[src/rtl/ahb_slave_interface.sv]
// AHB-side front end of the AHB-to-APB bridge: transfer qualification, slave decode, pipelining.
// Optional AHB ERROR response and alignment checks are compiled in with `define AHB_ERR_RESP_EN.
module ahb_slave_interface #(
  parameter logic [31:0] SLV0_BASE = 32'h8000_0000,
  parameter logic [31:0] SLV1_BASE = 32'h8400_0000,
  parameter logic [31:0] SLV2_BASE = 32'h8800_0000,
  parameter logic [31:0] SLV_SIZE  = 32'h0400_0000
) (
  input  logic        Hclk,
  input  logic        Hreset,
  input  logic        Hwrite,
  input  logic        Hreadyin,
  input  logic [1:0]  Htrans,
  input  logic [2:0]  Hsize,
  input  logic [31:0] Haddr,
  input  logic [31:0] Hwdata,
  input  logic [31:0] Prdata,
  output logic        valid,
  output logic [2:0]  tempselx,
  output logic [31:0] Haddr1,
  output logic [31:0] Haddr2,
  output logic [31:0] Hwdata1,
  output logic [31:0] Hwdata2,
  output logic        Hwritereg,
  output logic [31:0] Hrdata,
  output logic [1:0]  Hresp,
  output logic        Herr_stall
);

  logic [31:0] r_haddr1, r_haddr2, r_hwdata1, r_hwdata2;
  logic        r_hwritereg;
  logic [31:0] w_off0, w_off1, w_off2;
  logic        w_unmapped, w_dec_err, w_fsm_okay, w_active;
  logic        w_unused;

  // Unsigned wrap-around makes one compare cover both window bounds.
  assign w_off0 = Haddr - SLV0_BASE;
  assign w_off1 = Haddr - SLV1_BASE;
  assign w_off2 = Haddr - SLV2_BASE;

  always_comb begin
    tempselx = 3'b000;
    if (w_off0 < SLV_SIZE)      tempselx = 3'b001;
    else if (w_off1 < SLV_SIZE) tempselx = 3'b010;
    else if (w_off2 < SLV_SIZE) tempselx = 3'b100;
  end

  assign w_unmapped = (tempselx == 3'b000);
  assign w_active   = Hreadyin & Htrans[1];

  always_ff @(posedge Hclk) begin
    if (Hreset) begin
      r_haddr1    <= '0;
      r_haddr2    <= '0;
      r_hwdata1   <= '0;
      r_hwdata2   <= '0;
      r_hwritereg <= 1'b0;
    end else begin
      r_haddr1    <= Haddr;
      r_haddr2    <= r_haddr1;
      r_hwdata1   <= Hwdata;
      r_hwdata2   <= r_hwdata1;
      r_hwritereg <= Hwrite;
    end
  end

`ifdef AHB_ERR_RESP_EN
  typedef enum logic [1:0] {StOkay, StErr1, StErr2} err_state_e;

  err_state_e r_state;
  logic [1:0] r_hresp;
  logic       r_herr_stall;
  logic       w_misalign;

  assign w_misalign = (Hsize > 3'd2) |
                      ((Hsize == 3'd1) & Haddr[0]) |
                      ((Hsize == 3'd2) & (Haddr[1:0] != 2'b00));
  assign w_dec_err  = w_unmapped | w_misalign;
  assign w_fsm_okay = (r_state == StOkay);

  // Two-cycle ERROR: first cycle stalls HREADYOUT, second completes the response.
  always_ff @(posedge Hclk) begin
    if (Hreset) begin
      r_state      <= StOkay;
      r_hresp      <= 2'b00;
      r_herr_stall <= 1'b0;
    end else begin
      unique case (r_state)
        StOkay: begin
          if (w_active & w_dec_err) begin
            r_state      <= StErr1;
            r_hresp      <= 2'b01;
            r_herr_stall <= 1'b1;
          end else begin
            r_hresp      <= 2'b00;
            r_herr_stall <= 1'b0;
          end
        end
        StErr1: begin
          r_state      <= StErr2;
          r_hresp      <= 2'b01;
          r_herr_stall <= 1'b0;
        end
        StErr2: begin
          r_state      <= StOkay;
          r_hresp      <= 2'b00;
          r_herr_stall <= 1'b0;
        end
        default: begin
          r_state      <= StOkay;
          r_hresp      <= 2'b00;
          r_herr_stall <= 1'b0;
        end
      endcase
    end
  end

  assign Hresp      = r_hresp;
  assign Herr_stall = r_herr_stall;
  assign w_unused   = Htrans[0];
`else
  // Unmapped transfers are dropped silently with an OKAY response.
  assign w_dec_err  = w_unmapped;
  assign w_fsm_okay = 1'b1;
  assign Hresp      = 2'b00;
  assign Herr_stall = 1'b0;
  assign w_unused   = Htrans[0] ^ (^Hsize);
`endif

  assign valid     = w_active & ~w_unmapped & ~w_dec_err & w_fsm_okay;
  assign Haddr1    = r_haddr1;
  assign Haddr2    = r_haddr2;
  assign Hwdata1   = r_hwdata1;
  assign Hwdata2   = r_hwdata2;
  assign Hwritereg = r_hwritereg;
  assign Hrdata    = Prdata;

endmodule

[config.mk]
export PLATFORM = sky130hd
export DESIGN_NAME = ahb_slave_interface
export DESIGN_NICKNAME = d
export VERILOG_FILES = /design/src/rtl/ahb_slave_interface.sv
export SDC_FILE = /design/constraint.sdc
export NUM_CORES = 1
export LEC_CHECK = 0
export CAP_MARGIN = 30
export CORE_MARGIN = 8
export CORE_UTILIZATION = 35
export CTS_BUF_LIST = sky130_fd_sc_hd__clkbuf_8
export CTS_CLUSTER_SIZE = 20
export DETAILED_ROUTE_END_ITERATION = 16
export GPL_TIMING_DRIVEN = 0
export PLACE_DENSITY = 0.81
export SLEW_MARGIN = 0
export SYNTH_ARGS = -nofsm -noshare
export SYNTH_HDL_FRONTEND = slang
export SYNTH_SLANG_ARGS = --single-unit
[constraint.sdc]
create_clock -name Hclk -period 2.7 [get_ports Hclk]
set_input_delay 0.675 -clock Hclk [delete_from_list [all_inputs] [get_ports Hclk]]
set_output_delay 0.675 -clock Hclk [all_outputs]
set_load 0.05 [all_outputs]
Yosys cells after proc, flatten, opt, wreduce, memory -nomap -nowiden
Cells that the tools add are included.
Cells by class
  mux-type cells: 3
  magnitude comparators: 3
  reduce and logical (&&, ||, !) cells: 1
  $add $sub $neg: 3
  bitwise logic cells: 4
Operator list (number)
  32-bit by 27-bit < comparator with 1-bit output (second input constant): 3
  32-bit subtractor (second input constant): 3
  3-bit two-way mux: 3
  1-bit AND: 3
  3-bit logical NOT: 1
  1-bit NOT: 1
Word-level totals
  bits in registers: 129
  word-level logic and storage cells: 19

Depth between registers and ports, before layout
Gate-level depths: netlist (run 1).
  depth after elaboration: 9
  gate-level depth with buffers: 6
  gate-level depth less buffers: 6

Least setup slack after synthesis (run 1)
No wires, ideal clock.
  path type: input port to output port
  start point: input port Haddr[30]
  end point: output port valid
  stages on the path: 3
  buffers on the path: 0
  setup slack: -561 ps
  arrival time: 2586 ps
  cell sequence: or3b_4 nor4_2 o311a_1
On the way
  elaborated cells on any way between the ends: 13
RTL lines
  from (decl): RTL line 15  | input logic [31:0] Haddr,
  32-bit subtractor: RTL line 38  | assign w_off1 = Haddr - SLV1_BASE;
  32-bit by 27-bit < comparator with 1-bit output: RTL line 44  | else if (w_off1 < SLV_SIZE) tempselx = 3'b010;
  3-bit two-way mux: RTL line 44
  3-bit two-way mux *: RTL line 43  | if (w_off0 < SLV_SIZE) tempselx = 3'b001;
  named net tempselx[0]: RTL line 19  | output logic [2:0] tempselx,
  3-bit logical NOT *: RTL line 48  | assign w_unmapped = (tempselx == 3'b000);
  1-bit NOT *: RTL line 130  | assign valid = w_active & ~w_unmapped & ~w_dec_err & w_fsm_okay;
  1-bit AND: RTL line 130
  1-bit AND *: RTL line 130
  to (decl): RTL line 18  | output logic valid,
The timed path passes the listed nets; every way through them passes the cells marked *.

Worst setup path after layout (run 1)
  start point: input port Haddr[27]
  end point: output port valid
On the way
  cells in the longest elaborated chain, start to end: 9
  elaborated cells on any way between the ends: 13
RTL lines
  32-bit subtractor: RTL line 39  | assign w_off2 = Haddr - SLV2_BASE;
  32-bit by 27-bit < comparator with 1-bit output: RTL line 45  | else if (w_off2 < SLV_SIZE) tempselx = 3'b100;
  3-bit two-way mux: RTL line 45
  3-bit two-way mux: RTL line 44
  3-bit two-way mux *: RTL line 43
  3-bit logical NOT *: RTL line 48
  1-bit NOT *: RTL line 130
  1-bit AND: RTL line 130
  1-bit AND *: RTL line 130
Every way passes the cells marked *; elsewhere a longest branch is shown, timed or not.

==> out/qor_table.md, run 1 <==
| Parameter | Value | Unit |
|---|---|---|
| Per-cell routed wire length | 15.9 | um |
| Largest net degree at the start of global routing | 17 | - |
| Post-synthesis cell count | 322 | - |
| Setup Total Neg Slack | 0 | ns |
| Count of warnings emitted by yosys | 0 | - |
| Final net count | 683 | - |
| Internal power component | 3.43 | mW |
| Worst skew pair latency | 0.41 | ns |
| Max clock buf depth | 2 | - |
| Setup-failing EPs final | 0 | - |
| Drt total wl | 11600 | um |
| CTS Root Buffer Type | sky130_fd_sc_hd__clkbuf_8 | - |
| Sequential area share after synthesis | 67.5 | % |
| Part of the power in combinational logic | 19.1 | % |
| Total power | 4.75 | mW |
| Net switching power of the design | 1.32 | mW |
| Residual DRC | 0 | - |
| Area of the die | 14500 | um2 |
| Iter 0 DRT Violations | 132 | - |
| Placed wire-length estimate | 9520 | um |
| Die width | 121 | um |
| Area growth, synth to finish | 79.1 | % |
| Seq pwr share | 42.6 | % |
| Time the final worst path needs with I/O delays and setup | 2.66 | ns |
| Power Density | 694 | nW/um2 |
| Share of flip-flops with an asynchronous set or reset | 0 | % |
| Post-synthesis instance area | 3820 | um2 |
| Area taken by multi-input logic gates | 986 | um2 |
| Worst hold path class | flip-flop to flip-flop | - |
| Type of origin of the critical path | input pin | - |
| Clk pin slew, worst setup/hold paths | 0.08 | ns |
| Worst slew pin tran | 0.581 | ns |
| First-pass DRT Iterations | 6 | - |
| CTS H-tree lvls | 4 | - |
| Cell chain of the critical path | buf_6 -> inv_6 -> ha_4 -> and2b_1 -> xnor2_1 -> and3_1 -> o311a_4 -> buf_8 | - |
| Number of antenna violations at the first check in global routing | 0 | - |
| Avg Cell Area, Syn | 11.9 | um2 |
| Total clock buffers created by CTS | 17 | - |
| Final Hold Fails | 0 | - |
| Result of the run | completed | - |
| Number of sinks driven by the clock tree | 129 | - |
| Fraction of layout instances using a drive strength above 1 | 13.9 | % |
| Final antenna-violating net count | 0 | - |
| Required time of the worst setup path | 2.03 | ns |
| WP data arrival | 1.98 | ns |
| WL met1 | 4070 | um |
| Number of maximum-capacitance constraint violations | 0 | - |
| Detailed-routed wire length on met2 | 5860 | um |
| Average vias per placed instance | 4.11 | - |
| CTS hold repair buffers | 0 | - |
| First-pass GRT wire length | 17500 | um |
| Sequential cell area | 2580 | um2 |
| Synth cell types | 18 | - |
| Standard-cell row count | 38 | - |
| Post-synth top flop | sky130_fd_sc_hd__dfxtp_1 | - |
| Achievable clock frequency | 0.376 | GHz |
| Type of the worst setup path | input pin to output port | - |
| Top-Level Pins | 273 | - |
| Kind of end point of the critical path | output port | - |
| EDFF count, synth | 0 | - |
| Worst vdd rail ir drop | 0.331 | mV |
| Via count | 2995 | - |
| CP peak stage delay | 0.36 | ns |
| Gpl congestion | 0.754 | - |
| Critical path peak fanout | 4 | - |
| Height of the chip | 121 | um |
| Number of global-route vias before repair | 3276 | - |
| Hold slack | 0.450 | ns |
| Congestion Overflow GR | 0 | - |
| Placed inst area | 6360 | um2 |
| Detailed-routed wire length on met3 | 1500 | um |
| Core area | 10700 | um2 |
| CTS tree | yes | - |
| Highest metal layer used by the detailed router | met4 | - |
| Number of port buffers | 232 | - |
| Number of slew-limit violations in the final report | 0 | - |
| Headroom to the max-slew limit | 61.2 | % |
| Sw Share | 27.8 | % |
| Period utilisation layout | 98.4 | % |
| Share of power burned in the clock network | 38.3 | % |
| Final design area excluding fillers | 6850 | um2 |
| Global-route usage over all layers | 15.6 | % |
| Static Leakage | 2.73 | nW |
| #FFs+latches synth | 129 | - |
| Highest-delay cell along the critical path | sky130_fd_sc_hd__o311a_4 | - |
| Initial cell density of the core | 35.6 | % |
| Number of antenna diodes | 0 | - |
| # fillers | 849 | - |
| Setup repair after global routing missed its margin | no | - |
| Post-Route Skew | 0.0114 | ns |
path summary, 6_finish.rpt:
| check | start | endpoint | slack (ns) | depth (start not counted) |
|---|---|---|---|---|
| worst max-delay path | Haddr[27] | valid | 0.04 | 8 |
| worst min-delay path | Haddr1[5] | Haddr2[5] | 0.45 | 1 |
| worst max register to register | Hwdata1[14] | Hwdata2[14] | 2.12 | 1 |
| worst min register to register | Haddr1[5] | Haddr2[5] | 0.45 | 1 |
sequential cells by signal, indices dropped and copies added, names as in the netlist:
register,count
Haddr1,32
Haddr2,32
Hwdata1,32
Hwdata2,32
Hwritereg,1
timing repair:
action,4_1_cts,5_1_grt
hold endpoints to repair,0,0
resized for setup,37,14
cloned,0,0
setup buffers,0,1
setup endpoints to repair,4,3
pin swaps,4,4
final cells by class:
class                   instances  area share (%)
well taps                     140            2.56
flip-flops and latches        129            37.7
clock inverters                12            2.61
plain buffers                  49            4.60
inverters                       2           0.219
repair buffers                233            33.9
clock buffers                  20            4.02
multi-input cells             144            14.4
critical path: cells and delay by family:
family | cells | cell delay [ns]
adder cells (fa/ha/maj) | 1 | 0.16
AND/OR/NAND/NOR | 2 | 0.36
buffers and inverters | 3 | 0.31
XOR/XNOR | 1 | 0.11
AO/OA/AOI/OAI | 1 | 0.36
stage by stage:
step,util (%),std cells,worst slack (ns)
floorplan,-,324,-0.0824
global placement,59.2,696,-1.05
detailed placement,59.2,696,-1.13
CTS,63.3,728,0.00307
global route,63.8,729,0.00335
finish,63.8,729,0.0422
metal layers:
layer  track usage (%)  vias to the layer above
met1              14.7                     1358
met4              7.03                        0
met5                 0                        -
li1                  -                     1445
met3              8.90                       14
met2              27.2                      178
power by group through the flow:
stage	clock network [mW]	logic, mW	registers, mW
final	1.82	0.909	2.03
after global routing	1.95	0.947	2.03
after CTS	1.86	0.912	2.03
after detailed placement	0	0.912	2.07
after global placement	0	0.904	2.07
after floorplan	0	0.234	2.38
cell usage after synthesis, types with 2 or more instances:
library cell               number  area share (%)
sky130_fd_sc_hd__nor2_1         2            0.20
sky130_fd_sc_hd__buf_4         35             6.9
sky130_fd_sc_hd__nor2b_1      126              21
sky130_fd_sc_hd__clkbuf_1      14             1.4
sky130_fd_sc_hd__and2b_1        2            0.39
sky130_fd_sc_hd__inv_1          2            0.20
sky130_fd_sc_hd__ha_1           2            0.65
sky130_fd_sc_hd__dfxtp_1      129              68
logic make-up after synthesis:
kind of cell,Yosys count,synth area share (%)
compound gates,1,0.262
simple gates,136,22.6
xor+xnor,2,0.458
fa+ha+maj,2,0.654
flops,129,67.5
other cells,1,0.0980
buf+inv,51,8.44
layout by cell type (no fill, tap or decap), drive strengths merged, types with 3 or more instances in the layout:
cell type / count
clkbuf: 35
bufinv: 4
dfxtp: 129
nor2b: 126
clkdlybuf4s50: 222
clkdlybuf4s15: 3
conb: 3
inv: 7
buf: 41
No activity file was read; power rests on OpenSTA's default activity.
==> run 2, diff against run 1 <==
- SLEW_MARGIN: 0 -> unset
==> results of run 2 <==
No change in the layout: final DEF, timing and power equal those of run 1.
==> run 3, diff against run 2 <==
- CORE_ASPECT_RATIO: unset -> 0.75
- PLACE_DENSITY: 0.81 -> 0.84
==> run 3 against run 2 <==
Combinational power increased by 0.4%; utilization decreased by 0.31 points; clock power decreased by 8%.
==> out/qor_table.md, run 3 (synthesis gave the netlist of run 1 again) <==
| Parameter | Value | Unit |
|---|---|---|
| Area of the die | 14600 | um2 |
| Congestion Overflow GR | 0 | - |
| CTS tree | yes | - |
| Number of global-route vias before repair | 3192 | - |
| Placement Setup Slack | -1.11 | ns |
| Number of slew-limit violations in the final report | 0 | - |
| Iter 0 DRT Violations | 44 | - |
| WP data arrival | 2.01 | ns |
| Net switching power of the design | 1.33 | mW |
| Static Leakage | 2.71 | nW |
| Drt total wl | 11600 | um |
| Placed inst area | 6360 | um2 |
| Time the final worst path needs with I/O delays and setup | 2.68 | ns |
| Type of origin of the critical path | input pin | - |
| Top-Level Pins | 273 | - |
| CTS Root Buffer Type | sky130_fd_sc_hd__clkbuf_8 | - |
| Gpl congestion | 0.791 | - |
| Most frequent cells in the layout | sky130_fd_sc_hd__clkdlybuf4s50_1, sky130_fd_sc_hd__dfxtp_1, sky130_fd_sc_hd__nor2b_1 | - |
| Total clock buffers created by CTS | 17 | - |
| Initial cell density of the core | 35.5 | % |
| Fraction of layout instances using a drive strength above 1 | 14.2 | % |
| Worst slew pin tran | 0.604 | ns |
| Clk pin slew, worst setup/hold paths | 0.08 | ns |
| Global-route usage over all layers | 15.4 | % |
| First-pass DRT Iterations | 4 | - |
| Kind of end point of the critical path | output port | - |
| Standard-cell row count | 33 | - |
| Area growth, synth to finish | 78.7 | % |
| Max clock buf depth | 2 | - |
| Number of maximum-capacitance constraint violations | 0 | - |
| Seq pwr share | 43.8 | % |
| Post-Route Skew | 0.00779 | ns |
| Worst vdd rail ir drop | 0.491 | mV |
| Type of the worst setup path | input pin to output port | - |
| Final antenna-violating net count | 0 | - |
| Per-cell routed wire length | 15.9 | um |
| Period utilisation layout | 99.4 | % |
| Number of antenna diodes | 0 | - |
| Internal power component | 3.28 | mW |
| Worst hold path class | flip-flop to flip-flop | - |
| Height of the chip | 107 | um |
| Headroom to the max-slew limit | 59.7 | % |
| Final net count | 685 | - |
| Number of sinks driven by the clock tree | 129 | - |
| First-pass GRT wire length | 17000 | um |
| CTS H-tree lvls | 4 | - |
| Part of the power in combinational logic | 19.8 | % |
| Final Hold Fails | 0 | - |
| Final design area excluding fillers | 6840 | um2 |
| Most frequent standard cell in the layout excluding fill and tap cells | sky130_fd_sc_hd__clkdlybuf4s50_1 | - |
| Core area | 10800 | um2 |
| Final core utilization | 63.4 | % |
| Residual DRC | 0 | - |
| Average vias per placed instance | 4.06 | - |
| Sw Share | 28.9 | % |
| Setup-failing EPs final | 0 | - |
| Power Density | 676 | nW/um2 |
| Largest net degree at the start of global routing | 17 | - |
| Critical path peak fanout | 4 | - |
| Result of the run | completed | - |
| Setup WS post-layout | 0.0159 | ns |
| Number of port buffers | 232 | - |
| Die width | 137 | um |
| Number of antenna violations at the first check in global routing | 0 | - |
| Placed wire-length estimate | 9350 | um |
| CTS hold repair buffers | 0 | - |
| Achievable clock frequency | 0.373 | GHz |
| Required time of the worst setup path | 2.03 | ns |
| Worst skew pair latency | 0.42 | ns |
| Via count | 2966 | - |
| Share of power burned in the clock network | 36.4 | % |
[run 3: changes by cell type in the layout (fill, tap and decap cells not counted), moves of 2 or more]
cell                         previous run  this run
sky130_fd_sc_hd__buf_4                 36        38
sky130_fd_sc_hd__clkinv_2               0         2
sky130_fd_sc_hd__clkinvlp_4             1         3
sky130_fd_sc_hd__clkbuf_8              20        18
sky130_fd_sc_hd__inv_6                  4         2
[run 3: final cells by class]
type | count | area (um2)
Buffer | 49 | 315
Clock buffer | 18 | 248
Clock inverter | 14 | 165
Fill cell | 825 | 3940
Inverter | 2 | 12.5
Multi-Input combinational cell | 144 | 991
Sequential cell | 129 | 2580
Tap cell | 140 | 175
Timing Repair Buffer | 235 | 2350
[run 3: stage by stage]
step                instances  setup TNS, ns  hold WS, ns  power (mW)
floorplan                 324        -0.0824        0.706        2.62
global placement          696          -3.34        0.443        2.97
detailed placement        696          -3.54        0.448        2.98
CTS                       728              0        0.458        4.68
global route              731        -0.0259        0.460        4.81
finish                    731              0        0.458        4.62
[run 3: path summary, 6_finish.rpt]
path,startpoint,to,slack (ns),depth (start not counted)
worst min register to register,Hwdata1[17],Hwdata2[17],0.46,1
worst max register to register,Haddr1[15],Haddr2[15],2.08,1
worst min-delay path,Hwdata1[17],Hwdata2[17],0.46,1
worst max-delay path,Haddr[27],valid,0.02,8
[run 3: critical path, stage by stage]
cell,delay (ns)
sky130_fd_sc_hd__buf_6,0.11
sky130_fd_sc_hd__inv_4,0.08
sky130_fd_sc_hd__ha_4,0.12
sky130_fd_sc_hd__and2b_1,0.18
sky130_fd_sc_hd__xnor2_1,0.13
sky130_fd_sc_hd__and3_4,0.18
sky130_fd_sc_hd__o311a_4,0.37
sky130_fd_sc_hd__buf_8,0.15
[run 3: routing by layer]
layer  GRT usage [%]  wire, um  up-vias
met5               0         0        -
met4            5.39       131        0
met3            10.7      1750       12
met2            26.8      5820      156
met1            13.8      3930     1343
li1                -         -     1455
[run 3: timing repair]
item,in CTS,in global routing
gates resized for setup,37,10
cloned,0,0
setup buffers,0,3
pin swaps,4,4
setup endpoints to repair,4,2
[run 3: power by group through the flow]
stage,Combinational [mW],Sequential [mW],Clock [mW]
CTS,0.912,2.03,1.74
global route,0.951,2.04,1.82
global placement,0.903,2.07,0
floorplan,0.234,2.38,0
finish,0.913,2.02,1.68
detailed placement,0.911,2.07,0
